--- src/rtl/jedro_1_mem_arb_pkg.sv ---
// Shared types for the jedro_1 instruction/data memory arbiter.
package jedro_1_mem_arb_pkg;

  localparam int STARVE_CNT_WIDTH = 4;

  typedef enum logic [1:0] {
    RESP_NONE  = 2'd0,
    RESP_INSTR = 2'd1,
    RESP_DATA  = 2'd2
  } resp_owner_e;

endpackage

--- src/rtl/jedro_1_mem_arb_starve_cnt.sv ---
// Saturating count of consecutive denied fetch cycles; force_o makes fetch win next.
// Single cycle of state, force_o is a registered compare, no handshake of its own.
module jedro_1_mem_arb_starve_cnt
  import jedro_1_mem_arb_pkg::*;
#(
  parameter int MAX_STARVE = 4
) (
  input  logic clk_i,
  input  logic rst_i,
  input  logic instr_req_i,
  input  logic instr_gnt_i,
  output logic force_o
);

  localparam logic [STARVE_CNT_WIDTH-1:0] MAX_CNT = STARVE_CNT_WIDTH'(MAX_STARVE);

  logic [STARVE_CNT_WIDTH-1:0] starve_cnt_q;
  logic [STARVE_CNT_WIDTH-1:0] starve_cnt_d;

  always_comb begin
    starve_cnt_d = starve_cnt_q;
    if (!instr_req_i || instr_gnt_i) begin
      starve_cnt_d = '0;
    end else if (starve_cnt_q != MAX_CNT) begin
      starve_cnt_d = starve_cnt_q + 1'b1;
    end
  end

  always_ff @(posedge clk_i) begin
    if (rst_i) begin
      starve_cnt_q <= '0;
    end else begin
      starve_cnt_q <= starve_cnt_d;
    end
  end

  assign force_o = (starve_cnt_q == MAX_CNT);

endmodule

--- src/rtl/jedro_1_mem_arbiter.sv ---
// Shares one 1-cycle-latency byte-write RAM between fetch and load/store; data has priority.
// Combinational grants, rvalid one cycle later; JEDRO_1_MEM_ARB_PERF_EN adds perf counters.
module jedro_1_mem_arbiter
  import jedro_1_mem_arb_pkg::*;
#(
  parameter int ADDR_WIDTH = 32,
  parameter int DATA_WIDTH = 32,
  parameter int MAX_STARVE = 4
) (
  input  logic                    clk_i,
  input  logic                    rst_i,
  input  logic                    instr_req_i,
  input  logic [ADDR_WIDTH-1:0]   instr_addr_i,
  output logic                    instr_gnt_o,
  output logic                    instr_rvalid_o,
  output logic [DATA_WIDTH-1:0]   instr_rdata_o,
  input  logic                    data_req_i,
  input  logic                    data_we_i,
  input  logic [DATA_WIDTH/8-1:0] data_be_i,
  input  logic [ADDR_WIDTH-1:0]   data_addr_i,
  input  logic [DATA_WIDTH-1:0]   data_wdata_i,
  output logic                    data_gnt_o,
  output logic                    data_rvalid_o,
  output logic [DATA_WIDTH-1:0]   data_rdata_o,
  output logic                    mem_en_o,
  output logic [DATA_WIDTH/8-1:0] mem_we_o,
  output logic [ADDR_WIDTH-1:0]   mem_addr_o,
  output logic [DATA_WIDTH-1:0]   mem_wdata_o,
  input  logic [DATA_WIDTH-1:0]   mem_rdata_i
`ifdef JEDRO_1_MEM_ARB_PERF_EN
  ,
  output logic [31:0]             perf_conflict_o,
  output logic [31:0]             perf_forced_o
`endif
);

  logic        starve_force;
  resp_owner_e state_q;
  resp_owner_e state_d;

  jedro_1_mem_arb_starve_cnt #(
    .MAX_STARVE (MAX_STARVE)
  ) u_starve_cnt (
    .clk_i       (clk_i),
    .rst_i       (rst_i),
    .instr_req_i (instr_req_i),
    .instr_gnt_i (instr_gnt_o),
    .force_o     (starve_force)
  );

  // Fetch only beats a pending data request once it has been starved long enough.
  always_comb begin
    instr_gnt_o = !rst_i && instr_req_i && (!data_req_i || starve_force);
    data_gnt_o  = !rst_i && data_req_i && !instr_gnt_o;
  end

  always_comb begin
    mem_en_o    = instr_gnt_o || data_gnt_o;
    mem_addr_o  = data_gnt_o ? data_addr_i : instr_addr_i;
    mem_wdata_o = data_gnt_o ? data_wdata_i : '0;
    mem_we_o    = (data_gnt_o && data_we_i) ? data_be_i : '0;
  end

  always_ff @(posedge clk_i) begin
    if (rst_i) begin
      state_q <= RESP_NONE;
    end else begin
      state_q <= state_d;
    end
  end

  always_comb begin
    state_d = RESP_NONE;
    if (instr_gnt_o) begin
      state_d = RESP_INSTR;
    end else if (data_gnt_o) begin
      state_d = RESP_DATA;
    end
  end

  // Gating with rst_i drops a response that lands in a reset cycle.
  always_comb begin
    instr_rvalid_o = !rst_i && (state_q == RESP_INSTR);
    data_rvalid_o  = !rst_i && (state_q == RESP_DATA);
    instr_rdata_o  = mem_rdata_i;
    data_rdata_o   = mem_rdata_i;
  end

`ifdef JEDRO_1_MEM_ARB_PERF_EN
  logic [31:0] perf_conflict_q;
  logic [31:0] perf_conflict_d;
  logic [31:0] perf_forced_q;
  logic [31:0] perf_forced_d;

  always_comb begin
    perf_conflict_d = perf_conflict_q;
    perf_forced_d   = perf_forced_q;
    if (instr_req_i && data_req_i) begin
      perf_conflict_d = perf_conflict_q + 32'd1;
    end
    if (instr_gnt_o && data_req_i) begin
      perf_forced_d = perf_forced_q + 32'd1;
    end
  end

  always_ff @(posedge clk_i) begin
    if (rst_i) begin
      perf_conflict_q <= '0;
      perf_forced_q   <= '0;
    end else begin
      perf_conflict_q <= perf_conflict_d;
      perf_forced_q   <= perf_forced_d;
    end
  end

  assign perf_conflict_o = perf_conflict_q;
  assign perf_forced_o   = perf_forced_q;
`endif

endmodule

--- config.mk ---
export PLATFORM = sky130hd
export DESIGN_NAME = jedro_1_mem_arbiter
export DESIGN_NICKNAME = d
export VERILOG_FILES = /design/src/rtl/jedro_1_mem_arb_pkg.sv /design/src/rtl/jedro_1_mem_arb_starve_cnt.sv /design/src/rtl/jedro_1_mem_arbiter.sv
export SDC_FILE = /design/constraint.sdc
export NUM_CORES = 1
export LEC_CHECK = 0
export CORE_AREA = 2 2 105 107
export DETAILED_ROUTE_END_ITERATION = 8
export DIE_AREA = 0 0 107 109
export GPL_TIMING_DRIVEN = 0
export RECOVER_POWER = 50
export SETUP_SLACK_MARGIN = 0.1
export SLEW_MARGIN = 15
export SYNTH_ARGS = -nofsm -noshare
export SYNTH_HDL_FRONTEND = slang
export SYNTH_HIERARCHICAL = 1
export SYNTH_SLANG_ARGS = --single-unit
--- constraint.sdc ---
create_clock -name clk_i -period 1.95 [get_ports clk_i]
set_input_delay 0.195 -clock clk_i [delete_from_list [all_inputs] [get_ports clk_i]]
set_output_delay 0.195 -clock clk_i [all_outputs]
set_load 0.01 [all_outputs]
**Word level (Yosys, flattened, before mapping)**

Index checks and enable logic that the tools add are counted.

- $add $sub $neg: 1
- Eq/ne operators: 4
- Muxes and demuxes: 5
- Reduce and logical (&&, ||, !) cells: 16

Operators with widths:

| kind | count |
|---|---|
| 2-to-1 mux 32 bit | 2 |
| logical AND 1 bit | 7 |
| adder 4 x 1 -> 4 bit, second input constant | 1 |
| equality test 4 x 3 -> 1 bit, second input constant | 1 |
| logical NOT 1 bit | 4 |
| 2-to-1 mux 4 bit | 1 |
| != test 4 x 3 -> 1 bit, second input constant | 1 |
| OR reduction 2 bit | 2 |
| logical OR 1 bit | 3 |
| equality test 2 x 1 -> 1 bit, second input constant | 1 |
| equality test 2 bit, second input constant | 1 |
| 2-to-1 mux 2 bit | 1 |
| 2-to-1 mux 1 bit | 1 |

- Flip-flop bits (word level): 6
- Bits of input ports: 137
- Output and inout bits: 137

**Longest topological paths before layout**

Gate-level depths: netlist of run 1.

- Depth after elaboration: 7
- Gate-level depth with buffers: 8
- Gate-level depth less buffers: 7

**By module**

The synthesis of run 1 kept the hierarchy.

By module, submodules not included:

| module | instances | cells each | area an instance (um^2) | sequential area each (um^2) |
|---|---|---|---|---|
| jedro_1_mem_arbiter | 1 | 151 | 1,244.9 | 40.0 |
| jedro_1_mem_arb_starve_cnt | 1 | 21 | 214.0 | 80.1 |

**Worst setup path before layout of run 1**

OpenSTA, ideal clock, no wires.

- Kind: register to output
- Start: reg u_starve_cnt.starve_cnt_q[0]
- End: out mem_addr_o[28]
- Data arrival time: 1.726 ns
- Data required time: 1.755 ns
- Slack: 0.029 ns
- Stages on the path, launching flop included: 8
- Cells stage by stage: dfxtp_1 inv_1 ha_1 nand3b_4 inv_1 a211oi_4 buf_4 mux2_2

- Cells in the longest elaborated chain, start to end: 6

RTL lines:

| what | RTL line | RTL |
|---|---|---|
| start, declared | jedro_1_mem_arb_starve_cnt.sv:17 | `logic [STARVE_CNT_WIDTH-1:0] starve_cnt_q;` |
| start signal, assigned | jedro_1_mem_arb_starve_cnt.sv:33 | `starve_cnt_q <= starve_cnt_d;` |
| equality test 4 x 3 -> 1 bit | jedro_1_mem_arb_starve_cnt.sv:37 | `assign force_o = (starve_cnt_q == MAX_CNT);` |
| named net starve_force | jedro_1_mem_arbiter.sv:37 | `logic starve_force;` |
| logical OR 1 bit | jedro_1_mem_arbiter.sv:53 | `instr_gnt_o = !rst_i && instr_req_i && (!data_req_i \|\| starve_force);` |
| logical AND 1 bit | jedro_1_mem_arbiter.sv:53 |  |
| logical NOT 1 bit | jedro_1_mem_arbiter.sv:54 | `data_gnt_o = !rst_i && data_req_i && !instr_gnt_o;` |
| logical AND 1 bit | jedro_1_mem_arbiter.sv:54 |  |
| 2-to-1 mux 32 bit | jedro_1_mem_arbiter.sv:59 | `mem_addr_o = data_gnt_o ? data_addr_i : instr_addr_i;` |
| end, declared | jedro_1_mem_arbiter.sv:27 | `output logic [ADDR_WIDTH-1:0] mem_addr_o,` |

The timed path passes the listed nets, and every way through them passes these cells.

**Final worst setup path of run 1**

- Start: reg u_starve_cnt.starve_cnt_q[0]
- End: out mem_addr_o[7]

Same word-level chain as after synthesis.

==> flow_summary_export.csv, run 1 <==
group,metric,value,unit
route,ant_nets,0,
setup_path,critPathMaxStageDelay,0.34,ns
final_layout,drive_gt1_share,55.2,%
setup_path,ff2ff_path_depth,9,
run_status,violations,"setup timing",
power_and_ir_drop,p_leak,2.21,nW
global_routing,grt_max_degree,11,
global_routing,track_usage,10.4,%
final_layout,n_antenna_cell,0,
hold_path,hold_depth,2,
setup_path,crit_slowest_cell,"dfxtp_2",
clock_tree,cts_tree,"done",
die,die-area,0.0117,mm2
logic_synthesis,synth-edff-count,0,
route,vias,2134,
setup_path,rrSetupSlack,0.19,ns
setup_path,cp-start-kind,"register",
hold_path,hold_start,"rst_i",
timing,rsz0062_at_grt,"true",
final_layout,final_common_cell,"clkdlybuf4s50_1",
die,fp.coreArea,0.0106,mm2
hold_path,hold_end,"state_q[1]",
placement,gp_congestion,0.712,
hold_path,holdCritPathClass,"in2reg",
die,boundaryPins,274,
logic_synthesis,synth_mux_area_share,26.1,%
clock_tree,clk_latency,0.22,ns
timing,clock_skew,0.00330,ns
setup_path,end_kind,"output port",
logic_synthesis,yosys.area_share.simple,20.5,%
route,viasPerCell,3.68,
global_routing,globalRouteOverflowTotal,0,
setup_path,worstSetupStartpoint,"u_starve_cnt/starve_cnt_q[0]",
logic_synthesis,syn-cell-area,0.00146,mm2
placement,place_hpwl,5790,um
clock_tree,htreeDepth,1,
global_routing,grt_pass1_wl,9970,um
route,first_iter_violations,52,
timing,fin_crit_sh,112,%
logic_synthesis,synth-compound-area-share,3.86,%
power_and_ir_drop,p_per_area,277,mW/mm2
final_layout,finalInstanceArea,0.00470,mm2
timing,tns,-10.98,ns
run,maxCapViolCount,0,
clock_tree,clockBufferDepth,2,
route,drc_errors,0,
clock_tree,cts_inserted_buffers,3,
global_routing,antenna_found_initial,0,
timing,slew_viol_final,0,
power_and_ir_drop,p_total,0.00130,W
setup_path,r2r-start,"u_starve_cnt/starve_cnt_q[0]",
logic_synthesis,ys_ff_latch,6,
logic_synthesis,synth_top_family_by_area,"buffers and inverters",
run_status,outcome,"finished with violations",
timing,hold_viol_final,0,
setup_path,worst_path_most_repeated_cell,"buf_6",
setup_path,crit_arrival,1.98,ns
setup_path,r2r-end,"u_starve_cnt/starve_cnt_q[1]",
logic_synthesis,synth-seq-area-share,8.23,%
setup_path,worstSetupPathType,"reg2out",
logic_synthesis,synth_nets,311,
timing,fin_crit,2.18,ns
route,wl_per_cell,12.5,um
logic_synthesis,async_flop_share,0,%
clock_tree,clockRootBuffer,"clkbuf_8",
die,num_rows,38,
route,dr.pass1.iters,4,
final_layout,final_cell_mix,"133 x clkdlybuf4s50_1, 80 x buf_6, 72 x buf_4",
logic_synthesis,synthCells,172,
route,routed_wl,7280,um
clock_tree,clkTransAtPathRegs,0.04,ns
logic_synthesis,synth.distinct_cells,21,
logic_synthesis,synth-main-ff-cell,"dfxtp_1",
setup_path,required,1.75,ns
placement,place_area,0.00405,mm2
timing,slew_headroom,78.7,%
logic_synthesis,synth_xor_area_share,1.20,%
final_layout,area_growth,222,%
placement,io_buffers,241,
global_routing,grt_pass1_vias,2110,
final_layout,final_nets,581,
die,die_w,107,um
die,fp.dieH,109,um
setup_path,crit_fanout,5,
logic_synthesis,yosys_warnings,6,
setup_path,worstPathCellList,"inv_2 > ha_4 > nand3b_4 > inv_4 > a211oi_4 > buf_6 > buf_6 > buf_8 > mux2_4 > buf_6",
timing,final.setup.worst_slack,-0.229,ns
logic_synthesis,syn_area_per_cell,8.48,um2
timing,worst_pin_slew,0.320,ns
logic_synthesis,synth_fa_ha_area_share,1.72,%
power_and_ir_drop,ir_drop,267,uV
clock_tree,clock_sinks,6,
timing,fmax,459,MHz
timing,whs,0.398,ns
timing,setup_viol,69,
die,start_util,13.8,%
## layout make-up
type / instances / area [um2]
Inverter: 5 / 21.3
Multi-Input combinational cell: 90 / 998
Clock buffer: 3 / 41.3
Sequential cell: 6 / 123
Fill cell: 1049 / 5900
Buffer: 70 / 563
Timing Repair Buffer: 266 / 2780
Tap cell: 140 / 175
## sequential cells by signal, indices dropped and copies added (netlist names)
signal	count
u_starve_cnt/starve_cnt_q	4
state_q	2
## cell families after synthesis
family                   Yosys count
AO/OA/AOI/OAI                      5
XOR/XNOR                           2
adder cells (fa/ha/maj)            2
buffers and inverters             76
flip-flops                         6
multiplexers                      34
AND/OR/NAND/NOR                   47
## power by group
group	total (W)	internal, W	leakage [nW]	switching [W]
logic	0.000989	0.000697	2.14	0.000292
registers	0.000131	0.000128	0.0498	0.00000260
clock network	0.000185	0.000133	0.0216	0.0000529
total	0.00130	0.000957	2.21	0.000347
## per-stage QoR
stage	setup WS (ns)	util, %	std cells
floorplan	0.109	-	172
global placement	-0.703	38.2	553
detailed placement	-0.705	38.2	553
CTS	-0.275	42.1	576
global route	-0.299	44.3	580
finish	-0.229	44.3	580
## worst max path at each step
stage	end
6_report	mem_addr_o[7]
3_5_place_dp	mem_addr_o[21]
3_3_place_gp	mem_addr_o[21]
4_1_cts	mem_addr_o[3]
2_1_floorplan	mem_addr_o[0]
5_1_grt	mem_addr_o[8]
## synthesized netlist by cell type (2+ instances only)
library cell	n	area, um2
ha_1	2	25.0
nor3b_1	2	15.0
xnor2_1	2	17.5
and3_1	4	25.0
nor2_1	6	22.5
mux2i_1	2	20.0
dfxtp_1	6	120
o211a_1	2	20.0
and2_1	32	200
inv_1	5	18.8
buf_6	4	45.0
mux2_2	32	360
buf_4	65	488
## timing repair
| item | 4_1_cts | 5_1_grt |
|---|---|---|
| buffers inserted | 16 | 5 |
| hold buffers | 0 | 0 |
| hold endpoints to repair | 0 | 0 |
| endpoints found under the setup margin | 70 | 71 |
| pin swaps | 16 | 24 |
| cloned | 4 | 2 |
| resized for setup | 387 | 59 |
## routing by layer
metal / global-route usage [%] / routed length (um) / vias up
met5: 0 / 0 / -
met4: 1.39 / 40 / 0
met3: 2.45 / 763 / 4
met2: 21.9 / 4090 / 137
met1: 10.4 / 2380 / 960
li1: - / - / 1033
## critical path: cells and delay by family (launching register included)
| kind | cells | cell delay, ns |
|---|---|---|
| buffers and inverters | 6 | 0.60 |
| AND/OR/NAND/NOR | 1 | 0.09 |
| AO/OA/AOI/OAI | 1 | 0.25 |
| adder cells (fa/ha/maj) | 1 | 0.16 |
| multiplexers | 1 | 0.32 |
| flip-flops | 1 | 0.34 |
Power figures use the tool's default switching activity.
==> inputs of run 2 (changes only) <==
ABC_AREA = 0   (was not set)
CTS_CLUSTER_SIZE = 10   (was not set)
DONT_BUFFER_PORTS = 1   (was not set)
==> flow_summary_export.csv, run 2 (synthesis gave the netlist of run 1 again) <==
group,metric,value,unit
setup_path,crit_slowest_cell,"dfxtp_2",
die,fp.coreArea,0.0106,mm2
timing,clock_skew,0.00234,ns
clock_tree,clk_latency,0.22,ns
placement,dp_slack,-0.375,ns
route,first_iter_violations,20,
die,boundaryPins,274,
clock_tree,cts_inserted_buffers,3,
power_and_ir_drop,p_seq_share,17.6,%
global_routing,antenna_found_initial,0,
timing,final.setup.worst_slack,-0.113,ns
hold_path,hold_end,"state_q[1]",
power_and_ir_drop,comb_power_share,57.0,%
route,dr.pass1.iters,4,
final_layout,final_nets,333,
placement,io_buffers,0,
global_routing,globalRouteOverflowTotal,0,
power_and_ir_drop,ir_drop,362,uV
timing,hold_viol_final,0,
power_and_ir_drop,sw_frac_of_total,34.0,%
route,drc_errors,0,
clock_tree,htreeDepth,1,
timing,worst_pin_slew,0.541,ns
final_layout,multi_input_area,993,um2
route,wl_per_cell,14.4,um
clock_tree,clkTransAtPathRegs,0.04,ns
setup_path,worstPathCellList,"inv_2 > ha_4 > nand3b_4 > inv_4 > a211oi_4 > buf_6 > buf_6 > buf_16 > mux2_4",
die,fp.dieH,109,um
final_layout,reg_top3,"u_starve_cnt/starve_cnt_q x4, state_q x2",
clock_tree,clockRootBuffer,"clkbuf_8",
clock_tree,cts_tree,"done",
final_layout,final_util,18.8,%
placement,dp.cells,312,
hold_path,holdCritPathClass,"in2reg",
hold_path,hold_start,"rst_i",
final_layout,final_cell_mix,"37 x clkbuf_1, 34 x buf_4, 32 x mux2_4",
setup_path,r2r-end,"u_starve_cnt/starve_cnt_q[2]",
timing,fin_crit,2.06,ns
setup_path,end_kind,"output port",
die,num_rows,38,
die,die-area,0.0117,mm2
global_routing,grt_pass1_vias,1067,
final_layout,fillers,1191,
final_layout,largest_reg_flops,4,
final_layout,fin_cells,332,
global_routing,track_usage,6.29,%
timing,whs,0.0452,ns
power_and_ir_drop,p_int,0.000490,W
clock_tree,cts_hold_buf,0,
final_layout,n_antenna_cell,0,
final_layout,area_growth,36.8,%
clock_tree,clock_sinks,6,
hold_path,hold_depth,1,
timing,fin_crit_sh,106,%
global_routing,grt_max_degree,11,
setup_path,r2r-start,"u_starve_cnt/starve_cnt_q[1]",
setup_path,rrSetupSlack,0.23,ns
timing,slew_headroom,63.8,%
setup_path,crit_fanout,5,
clock_tree,clockBufferDepth,2,
route,viasPerCell,3.73,
setup_path,critPathMaxStageDelay,0.34,ns
final_layout,largest-register,"u_starve_cnt/starve_cnt_q",
setup_path,cp-start-kind,"register",
timing,slew_viol_final,0,
run_status,outcome,"finished with violations",
placement,gp_congestion,0.815,
timing,rsz0062_at_grt,"true",
setup_path,ff2ff_path_depth,8,
timing,setup_viol,42,
placement,place_hpwl,3720,um
power_and_ir_drop,pwr-share-clk,25.3,%
power_and_ir_drop,p_leak,0.910,nW
run,maxCapViolCount,0,
run_status,violations,"setup timing",
power_and_ir_drop,p_per_area,372,mW/mm2
setup_path,crit_arrival,1.87,ns
die,start_util,13.8,%
die,die_w,107,um
setup_path,worst_path_most_repeated_cell,"buf_6",
setup_path,required,1.75,ns
setup_path,crit_buf_inv,5,
global_routing,grt_pass1_wl,5580,um
route,vias,1237,
final_layout,final_common_cell,"clkbuf_1",
route,ant_nets,0,
route,routed_wl,4790,um
setup_path,worstSetupPathType,"reg2out",
timing,fmax,485,MHz
final_layout,drive_gt1_share,65.1,%
final_layout,register_area,123,um2
setup_path,critPathTopFamily,"buffers and inverters",
power_and_ir_drop,p_sw,0.000252,W
==> run 2: cell count changes in the layout (fill, tap and decap cells not counted), moves of 37 or more <==
| cell | delta |
|---|---|
| clkbuf_1 | +37 |
| dlygate4sd3_1 | -37 |
| buf_6 | -70 |
| buf_4 | -38 |
| clkdlybuf4s50_1 | -133 |
==> run 2: worst max path at each step <==
stage / cells after the start / to / startpoint
6_report: 9 / mem_addr_o[7] / u_starve_cnt/starve_cnt_q[1]
4_1_cts: 9 / mem_addr_o[7] / u_starve_cnt/starve_cnt_q[1]
3_5_place_dp: 7 / mem_addr_o[7] / u_starve_cnt/starve_cnt_q[1]
3_3_place_gp: 7 / mem_addr_o[7] / u_starve_cnt/starve_cnt_q[1]
5_1_grt: 9 / mem_addr_o[7] / u_starve_cnt/starve_cnt_q[1]
2_1_floorplan: 7 / mem_addr_o[0] / u_starve_cnt/starve_cnt_q[1]
==> run 2: stage by stage <==
stage | setup TNS, ns | total power, W | cell area, um2
CTS | -2.36 | 0.000756 | 2040
global route | -6.35 | 0.000779 | 2000
finish | -2.72 | 0.000742 | 2000
floorplan | 0 | 0.000443 | 1470
global placement | -15.32 | 0.000478 | 1640
detailed placement | -20.30 | 0.000477 | 1640
==> run 2: power by group through the flow <==
| stage | clock (W) | combinational, W | sequential, W |
|---|---|---|---|
| final | 0.000188 | 0.000423 | 0.000131 |
| after CTS | 0.000191 | 0.000435 | 0.000130 |
| after floorplan | 0 | 0.000311 | 0.000132 |
| after global placement | 0 | 0.000345 | 0.000132 |
| after global routing | 0.000198 | 0.000450 | 0.000131 |
| after detailed placement | 0 | 0.000344 | 0.000133 |
==> run 2: layout make-up <==
cell class / count / share of cell area, %
Tap cell: 140 / 8.78
Buffer: 71 / 21.6
Multi-Input combinational cell: 90 / 49.8
Clock buffer: 3 / 2.07
Sequential cell: 6 / 6.14
Timing Repair Buffer: 17 / 10.6
Inverter: 5 / 1.07
==> run 2: worst register-to-register path, delay by kind of cell (launching register included) <==
kind | cells | cell delay (ns)
buffers and inverters | 3 | 0.23
flip-flops | 1 | 0.34
adder cells (fa/ha/maj) | 1 | 0.16
AND/OR/NAND/NOR | 2 | 0.52
AO/OA/AOI/OAI | 2 | 0.39
==> run 2: timing repair <==
| item | CTS | global route |
|---|---|---|
| cloned | 3 | 2 |
| pin swaps | 2 | 2 |
| setup buffers | 10 | 2 |
| resized for setup | 64 | 22 |
| setup endpoints to repair | 69 | 68 |
==> run 2: per-layer routing <==
metal | track usage (%) | vias up | share of wire (%)
li1 | - | 538 | -
met1 | 6.73 | 560 | 33
met2 | 12.9 | 135 | 58
met3 | 0.538 | 4 | 8.1
met4 | 1.86 | 0 | 0.67
met5 | 0 | - | 0
